--- src/rtl/upper_layer_4_4_merge_rx_if.sv ---
// Signal bundle between the two lower-layer sorters, the merge receiver and its downstream consumer.
// The slave modport is the receiver's view; the master modport is the view of whatever surrounds it.
interface upper_layer_4_4_merge_rx_if #(
  parameter int DATA_WIDTH = 8
);
  logic [DATA_WIDTH-1:0] a_data;
  logic                  a_update;
  logic                  a_done;
  logic [DATA_WIDTH-1:0] b_data;
  logic                  b_update;
  logic                  b_done;
  logic [DATA_WIDTH-1:0] out_data;
  logic                  out_valid;
  logic                  out_ready;
  logic                  out_last;
  logic                  busy;
  logic                  err;

  modport master (
    output a_data, a_update, a_done, b_data, b_update, b_done, out_ready,
    input  out_data, out_valid, out_last, busy, err
  );

  modport slave (
    input  a_data, a_update, a_done, b_data, b_update, b_done, out_ready,
    output out_data, out_valid, out_last, busy, err
  );
endinterface

--- src/rtl/upper_layer_4_4_merge_rx.sv ---
// Buffers two ascending serial streams (A, B) and re-emits them as a single ascending
// stream over a valid/ready handshake. Ties are resolved in favour of A.
module upper_layer_4_4_merge_rx #(
  parameter int DATA_WIDTH = 8,
  parameter int DEPTH      = 4
) (
  input logic                       clk,
  input logic                       rst,
  upper_layer_4_4_merge_rx_if.slave bus
);
  localparam int CW = $clog2(DEPTH + 1);
  localparam int IW = (DEPTH > 1) ? $clog2(DEPTH) : 1;
  localparam logic [CW-1:0] FULL = CW'(DEPTH);

  typedef enum logic {COLLECT, MERGE} state_t;

  state_t                state;
  logic [DATA_WIDTH-1:0] buf_a [DEPTH];
  logic [DATA_WIDTH-1:0] buf_b [DEPTH];
  logic [CW-1:0]         cnt_a, cnt_b, ia, ib;
  logic                  done_a, done_b;

  logic                  a_cap, b_cap, go, take_a, pick_a, at_end, is_last;
  logic [CW-1:0]         na, nb, ia_n, ib_n;
  logic [DATA_WIDTH-1:0] cur_a, cur_b, va, vb, sel;
  logic [CW:0]           total, pos_n;

  // Next pointers and the element that will be presented after this edge. While
  // collecting, an element captured this very cycle is forwarded from the input
  // so the first output can be registered on the transition into MERGE.
  always_comb begin
    a_cap  = (state == COLLECT) && bus.a_update && (cnt_a < FULL);
    b_cap  = (state == COLLECT) && bus.b_update && (cnt_b < FULL);
    na     = cnt_a + {{(CW-1){1'b0}}, a_cap};
    nb     = cnt_b + {{(CW-1){1'b0}}, b_cap};
    go     = (state == COLLECT) && (done_a || bus.a_done) && (done_b || bus.b_done);
    cur_a  = buf_a[ia[IW-1:0]];
    cur_b  = buf_b[ib[IW-1:0]];
    take_a = (ia < cnt_a) && ((ib >= cnt_b) || (cur_a <= cur_b));
    ia_n   = ia;
    ib_n   = ib;
    if (state == MERGE && bus.out_ready) begin
      if (take_a) ia_n = ia + 1'b1;
      else        ib_n = ib + 1'b1;
    end
    va      = (a_cap && ia_n == cnt_a) ? bus.a_data : buf_a[ia_n[IW-1:0]];
    vb      = (b_cap && ib_n == cnt_b) ? bus.b_data : buf_b[ib_n[IW-1:0]];
    pick_a  = (ia_n < na) && ((ib_n >= nb) || (va <= vb));
    sel     = pick_a ? va : vb;
    total   = {1'b0, na} + {1'b0, nb};
    pos_n   = {1'b0, ia_n} + {1'b0, ib_n};
    at_end  = (pos_n == total);
    is_last = (pos_n == total - 1'b1);
  end

  always_ff @(posedge clk) begin
    if (rst) begin
      state         <= COLLECT;
      cnt_a         <= '0;
      cnt_b         <= '0;
      ia            <= '0;
      ib            <= '0;
      done_a        <= 1'b0;
      done_b        <= 1'b0;
      bus.out_valid <= 1'b0;
      bus.out_last  <= 1'b0;
      bus.out_data  <= '0;
      bus.busy      <= 1'b0;
      bus.err       <= 1'b0;
    end else begin
      case (state)
        COLLECT: begin
          if (a_cap) begin
            buf_a[cnt_a[IW-1:0]] <= bus.a_data;
            cnt_a                <= na;
          end
          if (b_cap) begin
            buf_b[cnt_b[IW-1:0]] <= bus.b_data;
            cnt_b                <= nb;
          end
          if (bus.a_update && !a_cap) bus.err <= 1'b1;
          if (bus.b_update && !b_cap) bus.err <= 1'b1;
          if (bus.a_done) done_a <= 1'b1;
          if (bus.b_done) done_b <= 1'b1;
          if (go) begin
            // Nothing captured on either side: flag it and wait for a fresh batch.
            if (total == '0) begin
              bus.err <= 1'b1;
              done_a  <= 1'b0;
              done_b  <= 1'b0;
            end else begin
              state         <= MERGE;
              bus.busy      <= 1'b1;
              bus.out_valid <= 1'b1;
              bus.out_data  <= sel;
              bus.out_last  <= (total == (CW+1)'(1));
              if (na != FULL || nb != FULL) bus.err <= 1'b1;
            end
          end
        end
        MERGE: begin
          if (bus.a_update || bus.a_done || bus.b_update || bus.b_done) bus.err <= 1'b1;
          if (bus.out_ready) begin
            if (at_end) begin
              state         <= COLLECT;
              cnt_a         <= '0;
              cnt_b         <= '0;
              ia            <= '0;
              ib            <= '0;
              done_a        <= 1'b0;
              done_b        <= 1'b0;
              bus.out_valid <= 1'b0;
              bus.out_last  <= 1'b0;
              bus.out_data  <= '0;
              bus.busy      <= 1'b0;
            end else begin
              ia           <= ia_n;
              ib           <= ib_n;
              bus.out_data <= sel;
              bus.out_last <= is_last;
            end
          end
        end
        default: state <= COLLECT;
      endcase
    end
  end
endmodule
--- src/flat_wrapper.sv ---
// flat-port wrapper written by rule: the top's interface ports become plain ports
module upper_layer_4_4_merge_rx_flat 
#(
  parameter int DATA_WIDTH = 8,
  parameter int DEPTH      = 4
)
  (clk, rst, bus_a_data, bus_a_update, bus_a_done, bus_b_data, bus_b_update, bus_b_done, bus_out_ready, bus_out_data, bus_out_valid, bus_out_last, bus_busy, bus_err);
  upper_layer_4_4_merge_rx_if #(.DATA_WIDTH(DATA_WIDTH)) bus_i ();
  input logic clk;
  input logic rst;
  input wire logic [$bits(bus_i.a_data)-1:0] bus_a_data;
  input wire logic [$bits(bus_i.a_update)-1:0] bus_a_update;
  input wire logic [$bits(bus_i.a_done)-1:0] bus_a_done;
  input wire logic [$bits(bus_i.b_data)-1:0] bus_b_data;
  input wire logic [$bits(bus_i.b_update)-1:0] bus_b_update;
  input wire logic [$bits(bus_i.b_done)-1:0] bus_b_done;
  input wire logic [$bits(bus_i.out_ready)-1:0] bus_out_ready;
  output wire logic [$bits(bus_i.out_data)-1:0] bus_out_data;
  output wire logic [$bits(bus_i.out_valid)-1:0] bus_out_valid;
  output wire logic [$bits(bus_i.out_last)-1:0] bus_out_last;
  output wire logic [$bits(bus_i.busy)-1:0] bus_busy;
  output wire logic [$bits(bus_i.err)-1:0] bus_err;
  assign bus_i.a_data = bus_a_data;
  assign bus_i.a_update = bus_a_update;
  assign bus_i.a_done = bus_a_done;
  assign bus_i.b_data = bus_b_data;
  assign bus_i.b_update = bus_b_update;
  assign bus_i.b_done = bus_b_done;
  assign bus_i.out_ready = bus_out_ready;
  assign bus_out_data = bus_i.out_data;
  assign bus_out_valid = bus_i.out_valid;
  assign bus_out_last = bus_i.out_last;
  assign bus_busy = bus_i.busy;
  assign bus_err = bus_i.err;
  upper_layer_4_4_merge_rx #(.DATA_WIDTH(DATA_WIDTH), .DEPTH(DEPTH)) u_core (.clk(clk), .rst(rst), .bus(bus_i));
endmodule
--- config.mk ---
export PLATFORM = sky130hd
export DESIGN_NAME = upper_layer_4_4_merge_rx_flat
export DESIGN_NICKNAME = d
export VERILOG_FILES = /design/src/rtl/upper_layer_4_4_merge_rx_if.sv /design/src/rtl/upper_layer_4_4_merge_rx.sv /design/src/flat_wrapper.sv
export SDC_FILE = /design/constraint.sdc
export NUM_CORES = 1
export LEC_CHECK = 0
export ABC_AREA = 1
export CORE_MARGIN = 1.5
export CORE_UTILIZATION = 55
export DETAILED_ROUTE_END_ITERATION = 10
export PLACE_DENSITY = 0.82
export SYNTH_ARGS = -nofsm -noshare
export SYNTH_HDL_FRONTEND = slang
export SYNTH_SLANG_ARGS = --single-unit
--- constraint.sdc ---
create_clock -name clk -period 3.8 [get_ports clk]
set_input_delay 0.38 -clock clk [delete_from_list [all_inputs] [get_ports clk]]
set_output_delay 0.38 -clock clk [all_outputs]
set_load 0.03 [all_outputs]
==> results of run 1 <==
==> cell usage after synthesis (all sizes together), types with 2 or more instances <==
| library cell | number | share of area |
|---|---|---|
| xnor2 | 9 | 0.013 |
| a21oi | 61 | 0.052 |
| clkbuf | 11 | 0.0070 |
| nand3 | 98 | 0.085 |
| edfxtp | 64 | 0.32 |
| dfxtp | 30 | 0.10 |
| o32ai | 3 | 0.0044 |
| inv | 90 | 0.057 |
| o22ai | 3 | 0.0032 |
| buf | 6 | 0.0066 |
| nor3 | 11 | 0.0093 |
| and2 | 9 | 0.0095 |
| a21o | 3 | 0.0038 |
| nand4 | 6 | 0.0089 |
| clkinv | 2 | 0.0013 |
| a31oi | 3 | 0.0057 |
| fa | 2 | 0.0068 |
| nand3b | 10 | 0.013 |
| nor2 | 32 | 0.027 |
| o21ai | 31 | 0.026 |
| ha | 40 | 0.085 |
| a2bb2oi | 2 | 0.0030 |
| nand2 | 190 | 0.13 |
| xor2 | 2 | 0.0030 |
==> layout by cell type (no fill, tap or decap), types with 9 or more instances in the layout <==
cell type and count:
nor2_1 18, nand3_2 18, inv_1 77, o21ai_0 9
buf_4 121, a21oi_2 19, clkdlybuf4s50_1 34, o21ai_1 16
and2_4 9, buf_6 11, nand3b_1 10, dfxtp_1 27
a21oi_1 39, edfxtp_1 64, nand3_1 78, nand2_2 31
nor3_1 11, nand2_4 10, nand2_1 147, nor2_4 9
ha_1 31, clkbuf_8 11
==> cell type report <==
cell class | instances | area [sq um]
flip-flops and latches | 94 | 2531
inverters | 92 | 357.8
clock buffers | 14 | 205.2
well taps | 136 | 170.2
multi-input cells | 524 | 3558
repair buffers | 178 | 1635
fillers | 522 | 1902
clock inverters | 2 | 10.01
==> sequential cells by signal, summed over array words and instances (netlist names), named ones only <==
signal and count:
u_core.cnt_a 3, u_core.bus.out_data 8, u_core.bus.out_last 1, u_core.state 1, u_core.bus.err 1, u_core.buf_a 32, u_core.buf_b 32, u_core.done_a 1
u_core.bus.busy 1, u_core.done_b 1, u_core.ib 3, u_core.cnt_b 3, u_core.ia 3
==> worst max path at each step <==
stage | start | end | slack (ns) | cells past startpoint
after floorplan | register | u_core.bus.out_data[0] | 0.0005 | 30
after global placement | register | u_core.bus.out_data[5] | -0.53 | 25
after detailed placement | register | u_core.bus.out_data[4] | -0.72 | 29
after CTS | register | u_core.bus.out_data[4] | -0.42 | 32
after global routing | register | u_core.bus.out_data[2] | -1.69 | 26
final | register | u_core.bus.out_data[4] | -1.40 | 31
==> worst register-to-register path, delay by kind of cell, from the launching register on <==
kind                     cells  cell delay (ns)
adder cells (fa/ha/maj)      2             0.56
buffers and inverters        5             0.68
flip-flops                   1             0.40
AND/OR/NAND/NOR             19             2.78
AO/OA/AOI/OAI                5             0.71
==> power breakdown <==
part	switching, W	leakage [nW]	internal [W]	total [W]
Combinational	0.00215	2.77	0.00163	0.00378
Sequential	0.0000911	0.827	0.00120	0.00129
Clock	0.000400	0.113	0.000352	0.000752
Total	0.00264	3.71	0.00319	0.00583
==> stage by stage <==
step	hold slack, ns	setup TNS [ns]	power, W	utilization	cell area (sq um)
2_1_floorplan	0.4344	0	0.002792	-	6005
3_3_place_gp	0.4429	-8.712	0.003739	0.7060	7321
3_5_place_dp	0.4558	-12.23	0.003845	0.7060	7321
4_1_cts	0.4706	-8.767	0.005088	0.7820	8109
5_1_grt	0.4880	-32.96	0.006011	0.8166	8468
6_report	0.4680	-26.72	0.005828	0.8166	8468
==> what timing repair did <==
| item | in CTS | in global routing |
|---|---|---|
| setup buffers | 15 | 8 |
| pin swaps | 26 | 38 |
| gates resized for setup | 92 | 77 |
| gates cloned | 4 | 2 |
| hold buffers | 0 | 0 |
| setup endpoints to repair | 29 | 29 |
==> layer usage <==
metal / global-route usage / wire length [um] / vias to the layer above
li1: - / - / 2810
met1: 0.4419 / 8218 / 3144
met2: 0.6103 / 11060 / 771
met3: 0.1106 / 3412 / 278
met4: 0.2600 / 2389 / 0
met5: 0 / 0 / -
==> kinds of logic after synthesis <==
family	share of synthesized area
AND/OR/NAND/NOR	0.2860
AO/OA/AOI/OAI	0.1082
buffers and inverters	0.07188
flip-flops	0.4262
adder cells (fa/ha/maj)	0.09133
XOR/XNOR	0.01628
==> flow_summary.ini, run 1 <==
[floorplan]
io_pins = 35
die_height_um = 106.7
die_w_um = 106.7
core_area_sq_um = 10370
dieArea_sq_um = 11390
initial_core_util = 0.5707
num_rows = 37

[worst_setup_path]
required_ns = 4.14
r2r_end = u_core.bus.out_data[4]
crit_fanout = 8
cp_num_buf_inv = 5
reg2reg_depth = 31
path_delay_family = simple AND/OR/NAND/NOR gates
critical-path-max-stage-delay_ns = 0.40
crit_path_start_kind = register
crit_arrival_ns = 5.53
cp-end-kind = register
worstSetupPathType = register to register
rrSetupSlack_ns = -1.40
crit_top_cell = nand2_1
crit_slowest_cell = dfxtp_4

[min_path]
whs_endpoint = u_core.bus.out_data[2]
min_path_cells = 2
min_from = u_core.bus.out_data[2]
worstHoldPathType = register to register

[global_routing]
grt_max_degree = 27
antenna_found_initial = 0
grt_first_pass_wirelength_um = 33180
track_usage = 0.3814
grt_overflow = 0
grt_pass1_vias = 6560

[logic_synthesis]
synth_edf_count = 64
ys_types = 42
async_reset_ff_frac = 0
yosys_warnings = 0
syn-num-nets = 791
ys_ff_latch = 94
synth_top_flop_cell = edfxtp_1
avgSynthCellArea_sq_um = 8.152
synthesis.area_sq_um = 5918
synthCells = 726
ys_seq_area_frac = 0.4262

[sta]
grt_setup_unrepaired = yes
hold_viol = 0
relSlewSlack = 0.3569
finalSetupViolCount = 29
finalCritPeriodShare = 1.367
clock_skew_ns = 0.01352
drv_slew = 0
fmax_ghz = 0.1924
period_needed_ns = 5.196
worstMarginPinSlew_ns = 0.9573
setup_ws_ns = -1.396

[routing]
antenna_left = 0
wl_um = 25080
viasPerCell = 6.734
firstDrtPassIters = 11
drtIter0Drc = 1297
drc = 7
routedWlPerCell_um = 24.12
via_count = 7003

[place]
dpl.cell_count = 997
dp_hpwl_um = 13540
io_buffers = 34
gp_congestion = 0.9490
pre_cts_ws_ns = -0.7181

[power]
p_leak_nw = 3.710
cellPowerDensity_nw_per_um2 = 688.3
peakVddDrop_mv = 0.5060

[clock_network]
path_clk_slew_ns = 0.10
cts_tree = yes
htree_levels = 3
cts_buffers = 9
numClockSinks = 94
clkLatencyLatePin_ns = 0.41
cts_buffer_depth = 2
cts_root_buf = clkbuf_8

[layout]
layout-drive-gt1-share = 0.3418
fin_cells = 1040
area_delta_synth_final_pct = 43.09
nets = 964
antenna_cells = 0

[outcome]
violations = design-rule violations, negative setup slack
status = finished with violations

[job]
maxCapViolations = 0
No activity file was read; power rests on OpenSTA's default activity.
==> run 2, diff against run 1 <==
--- a/config.mk
+++ b/config.mk
@@ -5,10 +5,10 @@
 export SDC_FILE = /design/constraint.sdc
 export NUM_CORES = 1
 export LEC_CHECK = 0
-export ABC_AREA = 1
 export CORE_MARGIN = 1.5
 export CORE_UTILIZATION = 55
 export DETAILED_ROUTE_END_ITERATION = 10
+export GPL_ROUTABILITY_DRIVEN = 0
 export PLACE_DENSITY = 0.82
 export SYNTH_ARGS = -nofsm -noshare
 export SYNTH_HDL_FRONTEND = slang
==> flow_summary.ini, run 2 <==
[clock_network]
cts_tree = yes
htree_levels = 3
path_clk_slew_ns = 0.10
cts_buffers = 9
numClockSinks = 94
cts_buffer_depth = 2
clkLatencyLatePin_ns = 0.38
cts_root_buf = clkbuf_8

[logic_synthesis]
ys_types = 60
ys_seq_area_frac = 0.4194
synth_edf_count = 64
yosys_warnings = 0
synthCells = 529
yosysTopAreaCellShare = 0.3195
syn-num-nets = 594
synthesis.area_sq_um = 6015
yosysTopAreaCell = edfxtp_1
ys_ff_latch = 94
synth_top_flop_cell = edfxtp_1
avgSynthCellArea_sq_um = 11.37
ys_top_cells_by_area = edfxtp_1 32%, mux4_2 12%, dfxtp_1 10%
yosys-top-cells-count = 64 x edfxtp_1, 54 x nor2_1, 40 x ha_1
async_reset_ff_frac = 0
synth.most_common_cell = edfxtp_1

[global_routing]
antenna_found_initial = 0
grt_pass1_vias = 5293
grt_overflow = 0
grt_max_degree = 27
grt_first_pass_wirelength_um = 27570
track_usage = 0.3186

[power]
pwr-share-seq = 0.295
cellPowerDensity_nw_per_um2 = 536.9
switching_share = 0.3919
peakVddDrop_mv = 0.5366
clockPowerShare = 0.159
intPower_w = 0.002610
power_frac_comb = 0.547
power_switching_w = 0.001682
p_leak_nw = 2.955

[sta]
drv_slew = 0
clock_skew_ns = 0.01523
hold_slack_ns = 0.4672
finalCritPeriodShare = 1.482
worstMarginPinSlew_ns = 0.9115
relSlewSlack = 0.3901
grt_setup_unrepaired = yes
fmax_ghz = 0.1776
setup_ws_ns = -1.831
hold_viol = 0
period_needed_ns = 5.631
totalNegativeSetupSlack_ns = -31.44
finalSetupViolCount = 29

[floorplan]
io_pins = 35
dieArea_sq_um = 11570
core_area_sq_um = 10460
initial_core_util = 0.5749
num_rows = 37
die_w_um = 107.6
die_height_um = 107.6

[routing]
drc = 0
firstDrtPassIters = 8
wl_um = 19120
antenna_left = 0
viasPerCell = 6.806
via_count = 5452
drtIter0Drc = 552
routedWlPerCell_um = 23.87

[layout]
layout-drive-gt1-share = 0.3865
layout_common_cells = 97 x buf_4, 64 x edfxtp_1, 44 x nor2_1
final_common_cell = buf_4
area_delta_synth_final_pct = 32.93
antenna_cells = 0
fillCellCount = 612
nets = 725

[worst_setup_path]
cp-end-kind = register
worstSetupPathType = register to register
critical-path-max-stage-delay_ns = 0.52
critPathCapture = u_core.bus.out_data[6]
r2r_end = u_core.bus.out_data[6]
crit_path_start_kind = register
crit_arrival_ns = 5.91
reg2reg_depth = 22
crit_slowest_cell = mux4_2
rrSetupSlack_ns = -1.83
required_ns = 4.08
crit_fanout = 8
path_cells = buf_12 > mux4_2 > inv_2 > ha_4 > nand4_1 > nor2_1 > a211o_1 > a221oi_4 > buf_6 > xnor3_1 > nor3b_4 > and2_4 > buf_6 > buf_4 > a21oi_1 > ha_1 > o21ai_1 > a21oi_1 > o31a_1 > a311o_2 > o211a_1 > o31ai_2

[outcome]
status = finished with violations
violations = negative setup slack

[min_path]
worstHoldPathType = register to register
min_path_cells = 2

[job]
maxCapViolations = 0

[place]
io_buffers = 34
dp_hpwl_um = 12090
==> run 2: cell count changes after synthesis, moves of 13 or more <==
cell     before  now
a21oi_1      61   36
inv_1        84   33
a22oi_1       0   13
mux2_2        0   16
mux4_2        0   32
o21ai_0      31   14
nor2_1       28   54
mux2i_1       0   19
nand3_1      97    2
nand2_1     175   31
==> run 2: area by class of cell <==
type                            count  area [sq um]  share of cell area
Clock buffer                       12         177.7             0.02222
Clock inverter                      4         27.53            0.003443
Inverter                           33         128.9             0.01612
Multi-Input combinational cell    374          3662              0.4581
Sequential cell                    94          2525              0.3158
Tap cell                          136         170.2             0.02128
Timing Repair Buffer              148          1304              0.1631
==> run 2: cells by family after synthesis <==
family / share of synthesized area
adder cells (fa/ha/maj): 0.08987
XOR/XNOR: 0.02829
flip-flops: 0.4194
AND/OR/NAND/NOR: 0.1076
buffers and inverters: 0.04181
multiplexers: 0.1839
AO/OA/AOI/OAI: 0.1292
==> run 2: worst min path at each step <==
stage / startpoint / end / slack [ns]
final: u_core.bus.out_data[0] / u_core.bus.out_data[0] / 0.47
after floorplan: u_core.done_a / u_core.done_a / 0.47
after global routing: u_core.bus.out_data[0] / u_core.bus.out_data[0] / 0.49
after global placement: u_core.bus.out_data[0] / u_core.bus.out_data[0] / 0.45
after detailed placement: u_core.bus.out_data[4] / u_core.bus.out_data[4] / 0.44
after CTS: u_core.bus.out_data[4] / u_core.bus.out_data[4] / 0.46
==> run 2: worst max-delay path, delay by kind of cell (launching register included) <==
| kind | cells | cell delay, ns |
|---|---|---|
| compound gates | 9 | 2.50 |
| simple gates | 4 | 0.62 |
| flops | 1 | 0.35 |
| mux | 1 | 0.52 |
| buf+inv | 5 | 0.70 |
| fa+ha+maj | 2 | 0.59 |
| xor+xnor | 1 | 0.24 |
==> run 2: stage by stage <==
step / worst slack, ns / instances / total power (W) / utilization / area [sq um]
global placement: -1.315 / 760 / 0.002993 / 0.6894 / 7213
finish: -1.831 / 801 / 0.004292 / 0.7642 / 7995
global route: -1.826 / 801 / 0.004459 / 0.7642 / 7995
CTS: -1.462 / 788 / 0.003929 / 0.7418 / 7761
detailed placement: -1.535 / 760 / 0.003074 / 0.6894 / 7213
floorplan: -1.239 / 529 / 0.002436 / - / 6150
==> run 2: metal layers <==
metal | routed length (um) | vias up | track usage
li1 | - | 2268 | -
met1 | 6694 | 2582 | 0.3909
met2 | 9102 | 464 | 0.5332
met3 | 1932 | 138 | 0.06053
met4 | 1387 | 0 | 0.1692
met5 | 0 | - | 0
==> run 2: power groups by stage <==
stage | sequential, W | combinational, W | clock, W
floorplan | 0.00138 | 0.00106 | 0
global placement | 0.00128 | 0.00172 | 0
detailed placement | 0.00128 | 0.00179 | 0
CTS | 0.00126 | 0.00200 | 0.000672
global route | 0.00127 | 0.00247 | 0.000719
finish | 0.00127 | 0.00235 | 0.000681
==> run 2: timing repair <==
item / in CTS / in global routing
resized for setup: 61 / 31
hold endpoints to repair: 0 / 0
setup endpoints to repair: 29 / 29
pin swaps: 28 / 16
buffers inserted: 16 / 13
hold buffers: 0 / 0
